File: src/rtl/fetch_queue_stage.sv
// Fetch stage with PC generator and a DEPTH-entry instruction queue feeding decode.
// Optional FETCHQ_STATS_EN adds stall_cycles and flush_count counters.
module fetch_queue_stage #(
  parameter int              XLEN     = 32,
  parameter int              DEPTH    = 4,
  parameter logic [XLEN-1:0] RESET_PC = '0,
  parameter int              PC_STEP  = 4
) (
  input  logic                     clk,
  input  logic                     rst,
  input  logic                     fetch_en,
  input  logic                     redirect_valid,
  input  logic [XLEN-1:0]          redirect_pc,
  output logic [XLEN-1:0]          imem_addr,
  input  logic [XLEN-1:0]          imem_rdata,
  output logic                     id_valid,
  input  logic                     id_ready,
  output logic [XLEN-1:0]          id_pc,
  output logic [XLEN-1:0]          id_inst,
  output logic [XLEN-1:0]          id_pc_next,
  output logic [$clog2(DEPTH):0]   q_count,
  output logic                     q_full,
  output logic                     q_empty
`ifdef FETCHQ_STATS_EN
  ,
  output logic [31:0]              stall_cycles,
  output logic [15:0]              flush_count
`endif
);

  localparam int AW = $clog2(DEPTH);
  localparam int CW = AW + 1;

  logic [XLEN-1:0] r_pc;
  logic [AW-1:0]   r_wr_ptr;
  logic [AW-1:0]   r_rd_ptr;
  logic [CW-1:0]   r_count;
  logic [XLEN-1:0] r_mem_pc   [DEPTH];
  logic [XLEN-1:0] r_mem_inst [DEPTH];

  logic w_pop;
  logic w_push;

  assign q_count    = r_count;
  assign q_full     = (r_count == CW'(DEPTH));
  assign q_empty    = (r_count == '0);
  assign id_valid   = !q_empty;
  assign imem_addr  = r_pc;
  assign id_pc      = r_mem_pc[r_rd_ptr];
  assign id_inst    = r_mem_inst[r_rd_ptr];
  assign id_pc_next = id_pc + XLEN'(PC_STEP);

  assign w_pop  = id_valid && id_ready;
  assign w_push = fetch_en && !redirect_valid && (!q_full || w_pop);

  // Redirect wins over push and pop; a same-cycle pop is squashed by decode itself.
  // NOTE: sequential state uses non-blocking (<=) so every flop samples pre-edge values.
  always_ff @(posedge clk or posedge rst) begin
    if (rst) begin
      r_pc     <= RESET_PC;
      r_wr_ptr <= '0;
      r_rd_ptr <= '0;
      r_count  <= '0;
    end else if (redirect_valid) begin
      r_pc     <= redirect_pc;
      r_wr_ptr <= '0;
      r_rd_ptr <= '0;
      r_count  <= '0;
    end else begin
      if (w_push) begin
        r_pc     <= r_pc + XLEN'(PC_STEP);
        r_wr_ptr <= r_wr_ptr + AW'(1);
      end
      if (w_pop) begin
        r_rd_ptr <= r_rd_ptr + AW'(1);
      end
      case ({w_push, w_pop})
        2'b10:   r_count <= r_count + CW'(1);
        2'b01:   r_count <= r_count - CW'(1);
        default: r_count <= r_count;
      endcase
    end
  end

  // NOTE: storage is reset so the head outputs read as zero after reset; flush leaves it intact.
  always_ff @(posedge clk or posedge rst) begin
    if (rst) begin
      for (int i = 0; i < DEPTH; i++) begin
        r_mem_pc[i]   <= '0;
        r_mem_inst[i] <= '0;
      end
    end else if (w_push) begin
      r_mem_pc[r_wr_ptr]   <= r_pc;
      r_mem_inst[r_wr_ptr] <= imem_rdata;
    end
  end

`ifdef FETCHQ_STATS_EN
  logic [31:0] r_stall_cycles;
  logic [15:0] r_flush_count;

  assign stall_cycles = r_stall_cycles;
  assign flush_count  = r_flush_count;

  // A stall is a wanted fetch blocked only by a full queue that is not draining.
  always_ff @(posedge clk or posedge rst) begin
    if (rst) begin
      r_stall_cycles <= '0;
      r_flush_count  <= '0;
    end else begin
      if (fetch_en && !redirect_valid && q_full && !w_pop) begin
        r_stall_cycles <= r_stall_cycles + 32'd1;
      end
      if (redirect_valid) begin
        r_flush_count <= r_flush_count + 16'd1;
      end
    end
  end
`endif

endmodule

File: config.mk
export PLATFORM = sky130hd
export DESIGN_NAME = fetch_queue_stage
export DESIGN_NICKNAME = d
export VERILOG_FILES = /design/src/rtl/fetch_queue_stage.sv
export SDC_FILE = /design/constraint.sdc
export NUM_CORES = 1
export LEC_CHECK = 0
export BUFFER_PORTS_ARGS = -buffer_cell sky130_fd_sc_hd__buf_2
export CAP_MARGIN = 20
export CORE_UTILIZATION = 52
export DETAILED_ROUTE_END_ITERATION = 10
export PLACE_DENSITY = 0.84
export SLEW_MARGIN = 20
export SYNTH_ARGS = -nofsm -noshare
export SYNTH_HDL_FRONTEND = slang
export SYNTH_SLANG_ARGS = --single-unit
File: constraint.sdc
create_clock -name clk -period 9.5 [get_ports clk]
set_clock_uncertainty 0.1 [all_clocks]
set_input_delay 1.425 -clock clk [delete_from_list [all_inputs] [get_ports clk]]
set_output_delay 1.425 -clock clk [all_outputs]
set_load 0.02 [all_outputs]
# Word-level counts from Yosys, hierarchy flattened
# Cells that the tools add are included.
# word_totals
ff_bits,295
inputBits,69
elab_cells,56
# classes
add_sub_neg,6
n_lt_le_gt_ge,3
eq_ne,3
n_mux,18
bitwise,2
reduce_logical,12
# op_table
operator,n
$bwmux 128,2
$mux 32,7
$bmux 32 s2,2
$add 32x3->32 const B,2
$demux 32 s2,1
$mux 2,4
$ge 3x3->1 const B,2
$not 2->3,2
$pmux 3 s2,1
$add 2x1->2 const B,2
$logic_and 1x1->1,4
$reduce_bool 2->1,2
$add 3x1->3 const B,1
$eq 3x3->1 const B,1
$logic_not 1->1,3
$logic_not 3->1,1
$lt 3x1->1 const B,1
$mux 3,1
$reduce_bool 3->1,1
$sub 3x1->3 const B,1
$eq 2x1->1 const B,1
$eq 2x2->1 const B,1
$logic_or 1x1->1,1

# Depth between registers and ports, before layout
# Gate-level depths: netlist (run 1).
# depth
word_depth,8
mapped_depth,10

# Worst setup path before layout (run 1)
# No wires, ideal clock.
# synth_path
path_kind,reg2out
start,register r_rd_ptr[0]
end,output port id_pc_next[24]
arrival_ps,2345
required_ps,7975
setup_slack_ps,5630
stages_incl_launch_ff,9
path_buffers,3
path_cell_list,dfrtp_1 buf_6 buf_12 mux4_1 ha_1 and3_1 clkbuf_1 nand4b_1 xnor2_1
# synth_via
elab_chain_len,5
# synth_rtl
element,line,rtl
"start, declared",36,logic [AW-1:0] r_rd_ptr;
"start signal, assigned",75,r_rd_ptr <= r_rd_ptr + AW'(1);
$not 2->3 (implied by the code),49,assign id_pc = r_mem_pc[r_rd_ptr];
$bmux 32 s2,49,
$mux 32 (implied by the code) (2 in series),49,
net id_pc[2],18,"output logic [XLEN-1:0] id_pc,"
$add 32x3->32,51,assign id_pc_next = id_pc + XLEN'(PC_STEP);
"end, declared",20,"output logic [XLEN-1:0] id_pc_next,"
# The timed path passes the listed nets, and every way through them passes these cells. The select of a mux whose other input is x is not followed.

# Worst setup path after layout (run 1)
# layout_path
start,register r_rd_ptr[0]
end,output port id_pc_next[16]
# layout_via
elab_chain_len,5
# layout_rtl
element,line
$not 2->3 (implied by the code),49
$bmux 32 s2,49
$mux 32 (implied by the code) (2 in series),49
$add 32x3->32,51
# No other way between the ends. The select of a mux whose other input is x is not followed.

==> impl_metrics.tcl, run 1 <==
set metrics [dict create \
    crit_slowest_cell "dfrtp_4" \
    finalSetupTns_ns 0 \
    cpPeakStageDelay_ns 0.86 \
    io_pins 203 \
    drt_iter0_drc 699 \
    grt_first_pass_wirelength_um 49100 \
    yosys-top-cells-area "dfrtp_1 54%, mux2_2 21%, mux4_2 10%" \
    synth_ff_type "dfrtp_1" \
    num-fill-cells 1977 \
    worst_pin_slew_ns 1.08 \
    peakVddDrop_v 0.000299 \
    rsz0062_at_grt "false" \
    p_per_area_nw_per_um2 338 \
    row_count 59 \
    synth-seq-cells 295 \
    outcome "finished clean" \
    multi_input_area_um2 6070 \
    yosysTopAreaCell "dfrtp_1" \
    die_h_um 165 \
    die_w_um 165 \
    cp-end-kind "output port" \
    p_leak_nw 7.40 \
    wl_um 31100 \
    grt.overflow.total 0 \
    ys_top_cells_by_count "295 x dfrtp_1, 258 x mux2_2, 63 x mux4_2, 52 x nand2_1, 35 x buf_2" \
    avgSynthCellArea_um2 14.7 \
    clkSlewWorstSetupHoldPaths_ns 0.07 \
    drive_above_1_share_pct 52.2 \
    netlist.area_leader.share_pct 53.6 \
    register_area_um2 7390 \
    startpoint_type "register" \
    syn2layout_area_growth_pct 16.6 \
    drc_errors 0 \
    start_util_pct 52.9 \
    synthCells 938 \
    numPortBuffers 202 \
    cts.sinks 295 \
    maxSlewViolCount 0 \
    maxCapViolCount 0 \
    synth_most_common_cell "dfrtp_1" \
    dieArea_um2 27200 \
    syn_area_um2 13800 \
    synth-edff-count 0 \
    async_flop_share_pct 100 \
    ys_seq_area_share_pct 53.6 \
    grt_usage_pct 23.5 \
    r2r-start "q_count[1]" \
    path_cells "buf_4 > mux4_1 > ha_1 > and3_1 > nand2_1 > nor3_1 > xor2_1 > buf_2" \
    arrival_ns 4.13 \
    yosysWarnings 0 \
    cts_tree "yes" \
    cts_made_buffers 30 \
    clockBufferDepth 3 \
    period_share_pct 59.5 \
    ctsHoldBuffers 0 \
    cts.repair.resized 0 \
    grt_max_degree 191 \
    core-area_um2 26100 \
    hold_class "register to register" \
    critical_path.startpoint "r_rd_ptr[0]" \
    worstPathMaxFanout 34 \
    firstDrtPassIters 5 \
    crit_type "register to output port" \
    clock_latency_ns 0.55 \
    ant_nets 0 \
    nets 1192 \
    post-route-util_pct 61.7 \
    critPathRequiredTime_ns 7.98 \
    min_period_ns 5.66 \
    dp_hpwl_um 19300 \
    hp-start "r_mem_inst[64]" \
    gp_congestion 0.800 \
    h-tree-depth 1 \
    relSlewSlack_pct 28.1 \
    antenna_found_initial 1 \
    synth_cell_types 39 \
    synth_nets 1014 \
    hold_viol_final 0 \
    grt_pass1_vias 8859 \
    setup_viol 0 \
    routedWlPerCell_um 21.1 \
    max_freq_mhz 177 \
    via_per_inst 5.81 \
    postCtsSetupRepairBufs 0 \
    vias 8576 \
    cts-root-buf "clkbuf_16" \
]
-- routing by layer --
metal	global-route usage [%]	wire [µm]
met1	31.2	13000
met2	40.0	15500
met3	4.90	2120
met4	4.88	512
met5	0	0
-- cell type report --
cell class | count | area share [%]
Sequential cell | 295 | 46.0
Timing Repair Buffer | 208 | 6.80
Tap cell | 335 | 2.61
Inverter | 7 | 0.187
Clock inverter | 8 | 0.895
Clock buffer | 47 | 5.76
Antenna cell | 1 | 0.0156
Multi-Input combinational cell | 574 | 37.8
-- power breakdown --
part / total (mW) / internal (mW) / switching, mW
clock network: 1.25 / 0.774 / 0.481
registers: 2.07 / 1.74 / 0.332
logic: 2.11 / 1.01 / 1.10
total: 5.43 / 3.52 / 1.92
-- through the flow --
stage	instances	cell area (µm²)	power [mW]	worst slack [ns]	hold WS (ns)
6_report	1475	16100	5.43	3.84	0.399
5_1_grt	1474	16100	5.72	3.52	0.409
4_1_cts	1473	16000	5.48	3.80	0.401
3_5_place_dp	1418	15000	4.20	4.41	0.388
3_3_place_gp	1418	15000	4.12	4.51	0.381
2_1_floorplan	938	13800	3.57	4.06	0.370
-- flip-flops by register name, summed over array words and instances (netlist names) --
signal      flops
r_wr_ptr        2
r_mem_inst    128
q_count         3
r_mem_pc      128
r_rd_ptr        2
imem_addr      32
-- placed cells by master, fill, tap and decap left out, drive strengths merged, types with 2 or more instances in the layout --
cell,Yosys,routed
nand4,23,23
nand2,52,52
nor2,16,16
dfrtp,295,295
nand2b,2,2
clkbuf,17,47
nand3,18,18
mux2i,4,4
clkinv,0,4
bufinv,0,4
ha,6,6
nor3b,2,2
mux2,258,258
nor4,2,2
xor2,33,33
o21ai,30,30
and3,8,8
buf,45,208
nor3,2,2
and2,6,6
inv,7,6
nand4b,2,2
mux4,64,64
and4,10,10
xnor2,30,30
-- critical path, delay by kind of cell (launching register included) --
| kind | cells | cell delay [ns] |
|---|---|---|
| muxes | 1 | 0.48 |
| buffers and inverters | 2 | 0.86 |
| adders and majority gates | 1 | 0.21 |
| xor gates and xnor gates | 1 | 0.16 |
| DFF | 1 | 0.86 |
| and+or+nand+nor | 3 | 0.96 |
-- final timing paths --
kind                                  end  slack, ns  cells past startpoint
setup reg to reg           r_mem_inst[19]       6.21                      5
max in group asynchronous    r_mem_pc[85]       6.35                      5
hold / removal             r_mem_inst[64]       0.40                      1
hold reg to reg            r_mem_inst[64]       0.40                      1
setup / recovery           id_pc_next[16]       3.84                      8
min in group asynchronous    imem_addr[3]       0.87                      2
-- logic make-up after synthesis --
logic type	synth area share, %
simple gates	6.00
fa+ha+maj	0.690
flops	53.6
xor+xnor	4.00
mux	31.9
compound gates	1.14
buf+inv	2.76
Power figures use the tool's default switching activity.
==> run 2: changes to the inputs <==
==> constraint.sdc (replaced) <==
create_clock -name clk -period 5.2 [get_ports clk]
set_clock_uncertainty 0.1 [all_clocks]
set_input_delay 0.78 -clock clk [delete_from_list [all_inputs] [get_ports clk]]
set_output_delay 0.78 -clock clk [all_outputs]
set_load 0.02 [all_outputs]
==> run 2 against run 1 <==
Final cell count is essentially flat. Critical path depth shrank 1. Design area is 0.36% lower. Count of clock-buffer cells in the layout shrank 2. Die area unchanged. Hold slack lost 0.097 ns. Critical endpoint unchanged. Largest power group unchanged.
==> impl_metrics.tcl, run 2 (synthesis gave the netlist of run 1 again) <==
set metrics [dict create \
    grt_usage_pct 22.6 \
    p_leak_nw 7.37 \
    reg2reg_to "r_mem_inst[78]" \
    firstDrtPassIters 4 \
    grt.overflow.total 0 \
    critPathRequiredTime_ns 4.32 \
    setup_viol 0 \
    arrival_ns 3.43 \
    timing.critical_path.buf_inv 1 \
    via_per_inst 5.80 \
    die_h_um 165 \
    crit_type "register to output port" \
    finalSetupTns_ns 0 \
    grt_first_pass_wirelength_um 47400 \
    hold_viol_final 0 \
    antenna_found_initial 2 \
    drc_errors 0 \
    drt_iter0_drc 645 \
    final_area_um2 16000 \
    r2r_cells 5 \
    fin_worst_hold_slack_ns 0.302 \
    clock_latency_ns 0.55 \
    final_common_cell "dfrtp_1" \
    wl_um 30400 \
    cp_top_family "flip-flops" \
    dieArea_um2 27200 \
    postCtsSetupRepairBufs 0 \
    grt_max_degree 167 \
    p_per_area_nw_per_um2 612 \
    post_dp_cell_area_um2 15000 \
    maxSlewViolCount 0 \
    ant_nets 0 \
    total_power_mw 9.80 \
    cts-root-buf "clkbuf_16" \
    syn2layout_area_growth_pct 16.2 \
    row_count 59 \
    grt_pass1_vias 8848 \
    peakVddDrop_v 0.000486 \
    cts_tree "yes" \
    die_w_um 165 \
    r2r-start "q_count[1]" \
    outcome "finished clean" \
    gp_congestion 0.830 \
    worst_pin_slew_ns 1.11 \
    cts_made_buffers 31 \
    ctsHoldBuffers 0 \
    min_period_ns 4.31 \
    vias 8547 \
    period_share_pct 82.8 \
    cpPeakStageDelay_ns 0.94 \
    startpoint_type "register" \
    rsz0062_at_grt "false" \
    clkSlewWorstSetupHoldPaths_ns 0.06 \
    final_cell_mix "293 x dfrtp_1, 258 x mux2_2, 202 x buf_2" \
    cp-end-kind "output port" \
    start_util_pct 52.9 \
    cts.repair.resized 0 \
    nets 1193 \
    cts.sinks 295 \
    drive_above_1_share_pct 52.1 \
    max_freq_mhz 232 \
    setup.reg_to_reg.worst_slack_ns 1.82 \
    crit_slowest_cell "dfrtp_4" \
    clockBufferDepth 3 \
    relSlewSlack_pct 25.9 \
    dp_hpwl_um 18700 \
    numPortBuffers 202 \
    maxCapViolCount 0 \
    core-area_um2 26100 \
    worstPathMaxFanout 39 \
    path_cells "mux4_1 > ha_1 > and3_1 > nand2_1 > nor3_1 > xor2_1 > buf_2" \
    routedWlPerCell_um 20.6 \
    io_pins 203 \
    h-tree-depth 1 \
    hold_class "input port to asynchronous set/reset pin" \
]
[run 2: changes by cell type in the layout (fill, tap and decap cells not counted), sizes merged]
cell      delta
bufinv       -1
clkinvlp     +2
clkbuf       -2
[run 2: how the worst max path moves through the flow]
stage,startpoint,endpoint,slack (ns),depth (start not counted)
6_report,r_rd_ptr[0],id_pc_next[16],0.89,7
5_1_grt,r_rd_ptr[0],id_pc_next[16],0.63,7
4_1_cts,r_rd_ptr[0],id_pc_next[31],0.79,6
3_5_place_dp,r_rd_ptr[0],id_pc_next[31],1.38,6
3_3_place_gp,r_rd_ptr[0],id_pc_next[31],1.37,6
2_1_floorplan,rst,imem_addr[0],0.40,1
[run 2: layout make-up]
cell class	instances	area [µm²]
timing repair buffer	208	1080
inverter	7	30.0
tap	335	419
multi-input combinational	574	6070
clock inverter	9	125
fill	1979	10000
antenna	1	2.50
clock buffer	45	898
sequential	295	7390
[run 2: metal layers]
layer,part of all wire [%],up-vias,track usage [%]
met1,42,4445,29.3
met5,0.043,-,0
met3,6.3,50,4.92
met2,49,261,38.1
li1,-,3789,-
met4,2.5,2,6.71
[run 2: stage by stage]
stage          util, %  instances  setup WS [ns]
3_5_place_dp      57.5       1419           1.38
2_1_floorplan        -        938          0.403
6_report          61.4       1474          0.892
5_1_grt           61.4       1473          0.630
4_1_cts           61.4       1473          0.788
3_3_place_gp      57.5       1419           1.37
[run 2: worst reg2reg max path: cells and delay by family (launching register included)]
family	cells	cell delay, ns
flip-flops	1	0.46
AND/OR/NAND/NOR	4	2.22
multiplexers	1	0.47
[run 2: power breakdown]
part	internal (mW)	leakage (nW)	switching (mW)
registers	3.17	3.71	0.594
logic	1.84	3.16	1.98
clock network	1.33	0.499	0.874
total	6.35	7.37	3.45
